==> config.mk <==
export PLATFORM = sky130hd
export DESIGN_NAME = digit_serial_adder
export DESIGN_NICKNAME = d
export VERILOG_FILES = /design/src/rtl/digit_serial_adder_pkg.sv /design/src/rtl/digit_serial_adder_digit.sv /design/src/rtl/digit_serial_adder.sv
export SDC_FILE = /design/constraint.sdc
export NUM_CORES = 1
export LEC_CHECK = 0
export CORE_MARGIN = 1
export CORE_UTILIZATION = 42
export DETAILED_ROUTE_END_ITERATION = 12
export HOLD_SLACK_MARGIN = 0.02
export MAX_ROUTING_LAYER = met4
export PLACE_DENSITY_LB_ADDON = 0.12
export RECOVER_POWER = 25
export SLEW_MARGIN = 20
export SYNTH_ARGS = -nofsm -noshare
export SYNTH_HDL_FRONTEND = slang
export SYNTH_SLANG_ARGS = --single-unit
==> constraint.sdc <==
create_clock -name clk -period 2.6 [get_ports clk]
set_input_delay 0.26 -clock clk [delete_from_list [all_inputs] [get_ports clk]]
set_output_delay 0.26 -clock clk [all_outputs]
set_load 0.02 [all_outputs]
==> src/rtl/digit_serial_adder_pkg.sv <==
// Shared definitions for the digit-serial adder: FSM state encoding and
// helpers that derive the digit count and digit-index width from the parameters.
package digit_serial_adder_pkg;

    typedef enum logic [1:0] {
        IDLE = 2'd0,
        RUN  = 2'd1,
        DONE = 2'd2
    } state_t;

    function automatic int ndig_of(input int width, input int digit);
        return width / digit;
    endfunction

    // A single-digit configuration still needs a 1-bit index register.
    function automatic int idx_width(input int width, input int digit);
        int w;
        w = $clog2(width / digit);
        return (w < 1) ? 1 : w;
    endfunction

endpackage

==> src/rtl/digit_serial_adder_digit.sv <==
// DIGIT-bit ripple-carry adder built from 1-bit full-adder cells; also reports
// the carry into its top bit so the caller can derive signed overflow.
module digit_adder #(
    parameter int DIGIT = 4
) (
    input  logic [DIGIT-1:0] x,
    input  logic [DIGIT-1:0] y,
    input  logic             ci,
    output logic [DIGIT-1:0] s,
    output logic             co,
    output logic             c_msb
);

    logic [DIGIT:0] c;

    assign c[0] = ci;

    for (genvar i = 0; i < DIGIT; i++) begin : g_fa
        assign s[i]   = x[i] ^ y[i] ^ c[i];
        assign c[i+1] = (x[i] & y[i]) | (c[i] & (x[i] ^ y[i]));
    end

    assign co    = c[DIGIT];
    assign c_msb = c[DIGIT-1];

endmodule

==> src/rtl/digit_serial_adder.sv <==
// Digit-serial add/subtract unit: latches one operand set, processes DIGIT bits
// per clock through a single digit adder, then holds the result until consumed.
module digit_serial_adder
    import digit_serial_adder_pkg::*;
#(
    parameter int WIDTH = 16,
    parameter int DIGIT = 4
) (
    input  logic             clk,
    input  logic             rst_n,
    input  logic             in_valid,
    output logic             in_ready,
    input  logic [WIDTH-1:0] a,
    input  logic [WIDTH-1:0] b,
    input  logic             cin,
    input  logic             sub,
    output logic             out_valid,
    input  logic             out_ready,
    output logic [WIDTH-1:0] sum,
    output logic             cout,
    output logic             ovf,
    output logic             busy
);

    localparam int NDIG = ndig_of(WIDTH, DIGIT);
    localparam int IW   = idx_width(WIDTH, DIGIT);

    if ((WIDTH % DIGIT) != 0 || DIGIT < 2) begin : g_bad_params
        $error("digit_serial_adder: WIDTH must be a multiple of DIGIT and DIGIT >= 2");
    end

    // Handshake: a transfer happens on a rising edge where valid and ready are
    // both high; valid never depends on ready, and payload is stable while valid.
    state_t           state;
    state_t           next_state;
    logic [WIDTH-1:0] a_sh;
    logic [WIDTH-1:0] b_sh;
    logic             carry;
    logic [IW-1:0]    idx;
    logic             last;

    logic [DIGIT-1:0] d_sum;
    logic             d_co;
    logic             d_cmsb;

    assign in_ready  = (state == IDLE);
    assign out_valid = (state == DONE);
    assign busy      = (state == RUN);
    assign last      = (idx == IW'(NDIG - 1));

    // Operands shift down one digit per RUN edge, so the adder always sees bit 0.
    digit_adder #(.DIGIT(DIGIT)) u_digit (
        .x     (a_sh[DIGIT-1:0]),
        .y     (b_sh[DIGIT-1:0]),
        .ci    (carry),
        .s     (d_sum),
        .co    (d_co),
        .c_msb (d_cmsb)
    );

    always_ff @(posedge clk or negedge rst_n) begin
        if (!rst_n) begin
            state <= IDLE;
        end else begin
            state <= next_state;
        end
    end

    always_comb begin
        next_state = state;
        case (state)
            IDLE:    if (in_valid)  next_state = RUN;
            RUN:     if (last)      next_state = DONE;
            DONE:    if (out_ready) next_state = IDLE;
            default:                next_state = IDLE;
        endcase
    end

    always_ff @(posedge clk or negedge rst_n) begin
        if (!rst_n) begin
            a_sh  <= '0;
            b_sh  <= '0;
            carry <= 1'b0;
            idx   <= '0;
            sum   <= '0;
            cout  <= 1'b0;
            ovf   <= 1'b0;
        end else begin
            case (state)
                IDLE: begin
                    if (in_valid) begin
                        // Subtraction is a + ~b + 1, with a borrow-in cancelling the +1.
                        a_sh  <= a;
                        b_sh  <= b ^ {WIDTH{sub}};
                        carry <= cin ^ sub;
                        idx   <= '0;
                    end
                end
                RUN: begin
                    sum[int'(idx)*DIGIT +: DIGIT] <= d_sum;
                    carry <= d_co;
                    a_sh  <= a_sh >> DIGIT;
                    b_sh  <= b_sh >> DIGIT;
                    if (last) begin
                        cout <= d_co;
                        ovf  <= d_co ^ d_cmsb;
                        idx  <= '0;
                    end else begin
                        idx <= idx + IW'(1);
                    end
                end
                default: ;
            endcase
        end
    end

endmodule

==> results of run 1 <==
[area by class of cell]
type | instances | area [um^2]
clock buffer | 5 | 68.82
clock inverter | 3 | 20.02
fill | 632 | 3102
inverter | 18 | 67.56
multi-input combinational | 191 | 1405
sequential | 55 | 1376
tap | 96 | 120.1
timing repair buffer | 69 | 671.9
[per-stage QoR]
| step | hold slack, ps | power [uW] | cell area, um^2 |
|---|---|---|---|
| 5_1_grt | 526.7 | 4282 | 3730 |
| 4_1_cts | 494.9 | 4001 | 3731 |
| 3_5_place_dp | 320.9 | 3509 | 3632 |
| 6_report | 489.2 | 3977 | 3730 |
| 3_3_place_gp | 320.3 | 3471 | 3632 |
| 2_1_floorplan | -35.59 | 2819 | 2979 |
[cell usage in the layout, fill, tap and decap left out, types with 2 or more instances in the layout]
master	count
clkinvlp_4	2
buf_4	9
inv_1	18
nand2_1	30
dfrtp_1	55
xnor2_1	13
xor2_1	5
clkdlybuf4s50_1	57
ha_1	6
a22o_1	2
nor2b_1	17
o211ai_1	2
mux2_2	2
nand3b_4	4
clkbuf_8	5
o32ai_1	11
a221o_1	11
o31ai_1	6
o21ai_0	25
nand2b_1	4
a21oi_1	16
a22oi_1	14
a2bb2oi_1	2
o41ai_1	6
nor2_1	3
fa_1	4
[layer usage]
layer  up-vias  wire, um  global-route usage (%)
met2        54      3233                   31.39
met3         6       236                   3.714
met5         -         0                       -
met1      1169      3476                   30.53
met4         0        72                   5.455
li1       1125         -                       -
[kinds of logic after synthesis]
logic type / after synthesis
compound gates: 97
buf+inv: 39
simple gates: 63
flops: 55
xor+xnor: 18
mux: 3
fa+ha+maj: 10
[power breakdown]
part	switching, uW	internal, uW
clock	299	188
sequential	269	1190
combinational	1150	885
total	1710	2260
[final timing paths]
| path | start | to | cells after the start |
|---|---|---|---|
| max reg2reg | a_sh[0]$_DFFE_PN0P_ | sum[11]$_DFFE_PN0P_ | 8 |
| max in group asynchronous | rst_n | b_sh[1]$_DFFE_PN0P_ | 2 |
| max | a_sh[0]$_DFFE_PN0P_ | sum[11]$_DFFE_PN0P_ | 8 |
| min | sum[12]$_DFFE_PN0P_ | sum[12]$_DFFE_PN0P_ | 2 |
| min reg2reg | sum[12]$_DFFE_PN0P_ | sum[12]$_DFFE_PN0P_ | 2 |
| min in group asynchronous | rst_n | sum[5]$_DFFE_PN0P_ | 2 |
[critical path: stages, from the launching register on]
cell and delay, ps:
dfrtp_1 370, inv_1 80, fa_1 430, fa_1 370, inv_1 80, fa_1 210, fa_1 450, nand2b_1 150
o31ai_1 100
[flip-flops by register name, indices dropped and copies added, names as in the netlist]
register  cells
a_sh         16
ovf           1
sum          16
idx           2
b_sh         16
carry         1
cout          1
state         2
==> impl_metrics.py, run 1 <==
metrics = {
    "critical_path": {
        "arrival_ps": 2570,
        "startpoint_type": "register",
        "r2r_slack_ps": 240,
        "required_ps": 2810,
        "critical_path_class": "register to register",
        "critPathCaptureType": "register",
        "crit_fanout": 3,
    },
    "cts": {
        "clock_path_buffers": 2,
        "cts.sinks": 55,
        "cts_resized": 0,
        "cts_hold_repair.buffers": 1,
        "root_buffer": "clkbuf_8",
        "htree_levels": 2,
        "numCtsBuffers": 5,
        "clk_pin_slew_ps": 110,
        "cts_setup_buffers": 0,
        "cts_tree": "done",
        "clock_latency_ps": 320,
    },
    "min_path": {
        "hold_path_class": "register to register",
    },
    "cells_and_area": {
        "fin_nets": 388,
        "final_core_util_pct": 54.60,
        "drive_gt1_share_pct": 7.918,
        "antennaDiodeCount": 0,
        "syn2layout_area_growth_pct": 25.20,
        "stdcell_count": 437,
    },
    "place": {
        "place_hpwl_mm": 4.891,
        "numPortBuffers": 58,
        "pre_cts_ws_ps": 249.2,
        "gp_congestion": 0.7436,
        "dp_cells": 428,
    },
    "floorplanning": {
        "io_pins": 59,
        "die_h_um": 86.22,
        "core_um2": 6832,
        "die_area_um2": 7434,
        "initial_core_util_pct": 43.61,
        "row_count": 30,
        "die_w_um": 86.22,
    },
    "timing": {
        "fin_crit_sh_pct": 90.78,
        "slew_headroom_pct": -2.660,
        "worst_slack_ps": 239.7,
        "fin_tns_setup_ps": 0,
        "tightest_slew_ps": 1540,
        "hold_viol": 0,
        "slew_viol_final": 27,
        "fin_crit_ps": 2360,
        "max_freq_mhz": 423.7,
        "rsz0062_at_grt": "no",
        "setup_violations": 0,
        "finalClockSkew_ps": 10.27,
    },
    "yosys": {
        "synth_ff_type": "dfrtp_1",
        "synth-seq-cells": 55,
        "postSynthAreaPerCell_um2": 10.45,
        "muxShareOfSynthArea_pct": 1.092,
        "yosysSeqAreaShare_pct": 46.20,
        "ys_types": 36,
        "yosys_warnings": 0,
        "yosys-top-cells-area": "dfrtp_1 46%, o21ai_0 4.2%, xnor2_1 3.8%",
        "synthTopCellsByCount": "55 x dfrtp_1, 30 x nand2_1, 25 x o21ai_0, 18 x inv_1, 17 x nor2b_1",
        "synth_cells": 285,
        "synth_compound_area_share_pct": 22.76,
        "synth_most_common_cell": "dfrtp_1",
        "netlist.area_leader.share_pct": 46.20,
        "yosys.area_share.xor_xnor_pct": 5.292,
        "synth-simple-area-share_pct": 12.81,
        "syn_area_um2": 2979,
        "yosysTopAreaCell": "dfrtp_1",
        "syn-num-nets": 333,
        "synthAdderAreaFrac_pct": 5.208,
        "synthArstFlopShare_pct": 100.0,
        "synth_top_family_by_area": "compound AO/OA/AOI/OAI gates",
        "synth_edf_count": 0,
    },
    "detailed_routing": {
        "first_pass_iters": 4,
        "drt_first_iter_violations": 101,
        "routed_via_density": 5.387,
        "post_drt_wl_per_cell_um": 16.06,
        "wl_mm": 7.019,
        "via_count": 2354,
        "drc": 0,
        "antenna_left": 0,
    },
    "global_routing": {
        "grt_max_degree": 30,
        "antenna_found_initial": 0,
        "first_global_vias": 2330,
        "grt_pass1_wl_mm": 11.89,
        "track_usage_pct": 21.29,
        "grt_overflow": 0,
    },
    "run_status": {
        "violations": "max-capacitance violations, max-slew violations",
        "status": "complete, but fails checks",
    },
    "power_and_ir_drop": {
        "ir_drop_mv": 0.6158,
        "leakage_uw": 0.001569,
        "pwr_density_cell_nw_per_um2": 1066,
    },
    "job": {
        "maxCapViolCount": 1,
    },
}
Note: power is estimated with default switching activity, not from simulation.
==> run 2, diff against run 1 <==
==> constraint.sdc (replaced) <==
create_clock -name clk -period 2.6 [get_ports clk]
set_input_delay 0.26 -clock clk [delete_from_list [all_inputs] [get_ports clk]]
set_output_delay 0.26 -clock clk [all_outputs]
set_load 0.01 [all_outputs]
==> impl_metrics.py, run 2 (synthesis results as in run 1) <==
metrics = {
    "detailed_routing": {
        "drt_first_iter_violations": 167,
        "drc": 0,
        "antenna_left": 0,
        "wl_mm": 6.931,
        "via_count": 2345,
        "post_drt_wl_per_cell_um": 15.75,
        "routed_via_density": 5.330,
        "first_pass_iters": 5,
    },
    "timing": {
        "hold_slack_ps": 489.1,
        "slew_headroom_pct": 7.340,
        "hold_viol": 0,
        "tightest_slew_ps": 1390,
        "rsz0062_at_grt": "no",
        "fin_tns_setup_ps": 0,
        "worst_slack_ps": 259.2,
        "fin_crit_sh_pct": 90.03,
        "setup_violations": 0,
        "finalClockSkew_ps": 9.702,
        "fin_crit_ps": 2341,
        "slew_viol_final": 0,
        "max_freq_mhz": 427.2,
    },
    "cts": {
        "root_buffer": "clkbuf_8",
        "cts.sinks": 55,
        "clock_path_buffers": 2,
        "cts_setup_buffers": 0,
        "cts_tree": "done",
        "numCtsBuffers": 5,
        "clock_latency_ps": 320,
        "htree_levels": 2,
        "clk_pin_slew_ps": 110,
    },
    "global_routing": {
        "track_usage_pct": 20.41,
        "grt_max_degree": 56,
        "grt_pass1_wl_mm": 11.59,
        "first_global_vias": 2260,
        "grt_overflow": 0,
        "antenna_found_initial": 0,
    },
    "cells_and_area": {
        "drive_gt1_share_pct": 9.012,
        "finalInstanceArea_um2": 3739,
        "antennaDiodeCount": 0,
        "reg_top3": "a_sh x16, b_sh x16, sum x16",
        "final_cell_mix": "57 x clkdlybuf4s50_1, 55 x dfrtp_1, 30 x nand2_1, 25 x o21ai_0, 18 x inv_1",
        "syn2layout_area_growth_pct": 25.49,
        "final_common_cell": "clkdlybuf4s50_1",
        "fin_nets": 391,
    },
    "min_path": {
        "min-delay-start": "sum[12]$_DFFE_PN0P_",
        "min_to": "sum[12]$_DFFE_PN0P_",
        "hold_path_class": "register to register",
        "hold_depth": 2,
    },
    "floorplanning": {
        "io_pins": 59,
        "die_area_um2": 7434,
        "initial_core_util_pct": 43.61,
        "die_w_um": 86.22,
        "die_h_um": 86.22,
        "core_um2": 6832,
        "row_count": 30,
    },
    "power_and_ir_drop": {
        "clkPwrFrac_pct": 12.3,
        "ir_drop_mv": 0.4932,
        "combPwrFrac_pct": 49.8,
        "switchingPower_uw": 1608,
        "leakage_uw": 0.001582,
        "switching_share_pct": 41.31,
        "p_int_uw": 2284,
        "seq_power_share_pct": 37.9,
        "pwr_density_cell_nw_per_um2": 1041,
    },
    "place": {
        "gp_congestion": 0.7544,
        "dpl_cell_area_um2": 3655,
        "place_hpwl_mm": 4.783,
        "pre_cts_ws_ps": 267.0,
        "numPortBuffers": 58,
    },
    "critical_path": {
        "critPathCaptureType": "register",
        "ff2ff_path_depth": 8,
        "critPathTopFamily": "adder cells",
        "crit_fanout": 3,
        "critical_path_buf_inv_count": 2,
        "crit_chain": "inv_1 -> fa_1 -> fa_1 -> inv_1 -> fa_1 -> fa_1 -> nand2b_1 -> o31ai_1",
        "critical_path_class": "register to register",
        "startpoint_type": "register",
        "timing.rr.end": "sum[7]$_DFFE_PN0P_",
        "required_ps": 2810,
        "r2r_slack_ps": 260,
        "arrival_ps": 2550,
        "worstReg2RegStart": "a_sh[0]$_DFFE_PN0P_",
        "cpPeakStageDelay_ps": 470,
        "cpMaxStageDelayCell": "fa_1",
        "cpMostUsedCell": "fa_1",
    },
    "run_status": {
        "status": "finished clean",
    },
    "job": {
        "maxCapViolCount": 0,
    },
}
-- run 2: cell count changes in the layout (fill, tap and decap cells not counted), sizes merged --
cell  previous run  this run
buf             10        13
-- run 2: how the worst max path moves through the flow --
| stage | from | to | slack, ps | depth (start not counted) |
|---|---|---|---|---|
| final | a_sh[0]$_DFFE_PN0P_ | sum[7]$_DFFE_PN0P_ | 260 | 8 |
| after global routing | a_sh[0]$_DFFE_PN0P_ | sum[11]$_DFFE_PN0P_ | 180 | 8 |
| after CTS | a_sh[0]$_DFFE_PN0P_ | sum[7]$_DFFE_PN0P_ | 260 | 8 |
| after detailed placement | a_sh[0]$_DFFE_PN0P_ | sum[7]$_DFFE_PN0P_ | 270 | 8 |
| after global placement | a_sh[0]$_DFFE_PN0P_ | sum[11]$_DFFE_PN0P_ | 320 | 8 |
| after floorplan | a_sh[0]$_DFFE_PN0P_ | sum[3]$_DFFE_PN0P_ | 420 | 7 |
-- run 2: through the flow --
step                util (%)  std cells  power, uW
floorplan                  -        285       2717
finish                 54.73        440       3891
CTS                    54.95        440       3922
global route           54.73        440       4176
global placement       53.50        431       3398
detailed placement     53.50        431       3430
-- run 2: power by group through the flow --
stage | registers, uW | clock network (uW) | logic, uW
final | 1470 | 480 | 1940
after global routing | 1520 | 534 | 2130
after CTS | 1470 | 495 | 1960
after detailed placement | 1490 | 0 | 1940
after global placement | 1480 | 0 | 1920
after floorplan | 1450 | 0 | 1260
-- run 2: worst reg2reg max path, cell delays in order, from the launching register on --
cell and delay (ps):
dfrtp_1 370, inv_1 80, fa_1 430, fa_1 360
inv_1 70, fa_1 220, fa_1 470, nand2b_1 150
o31ai_1 90
-- run 2: metal layers --
layer  vias to the layer above  wire length (um)  GRT usage (%)
met2                        50              3137          29.65
met1                      1149              3464          29.45
met4                         0                60          4.848
li1                       1139                 -              -
met3                         7               268          4.000
met5                         -                 0              -
-- run 2: area by class of cell --
class                      instances  area, um^2
fill                             627        3093
clock buffer                       5       68.82
timing repair buffer              72       680.7
clock inverter                     3       20.02
tap                               96       120.1
inverter                          18       67.56
sequential                        55        1376
multi-input combinational        191        1405
-- run 2: what timing repair did --
action	in CTS	in global routing
endpoints found under the setup margin	0	0
hold endpoints to repair	55	0
resized for setup	0	0
hold buffers	1	0
==> run 3, diff against run 2 <==
--- a/config.mk
+++ b/config.mk
@@ -12,7 +12,7 @@
 export MAX_ROUTING_LAYER = met4
 export PLACE_DENSITY_LB_ADDON = 0.12
 export RECOVER_POWER = 25
-export SLEW_MARGIN = 20
+export SLEW_MARGIN = 10
 export SYNTH_ARGS = -nofsm -noshare
 export SYNTH_HDL_FRONTEND = slang
 export SYNTH_SLANG_ARGS = --single-unit
==> results of run 3 <==
No change in the layout: final DEF, timing and power equal those of run 2.
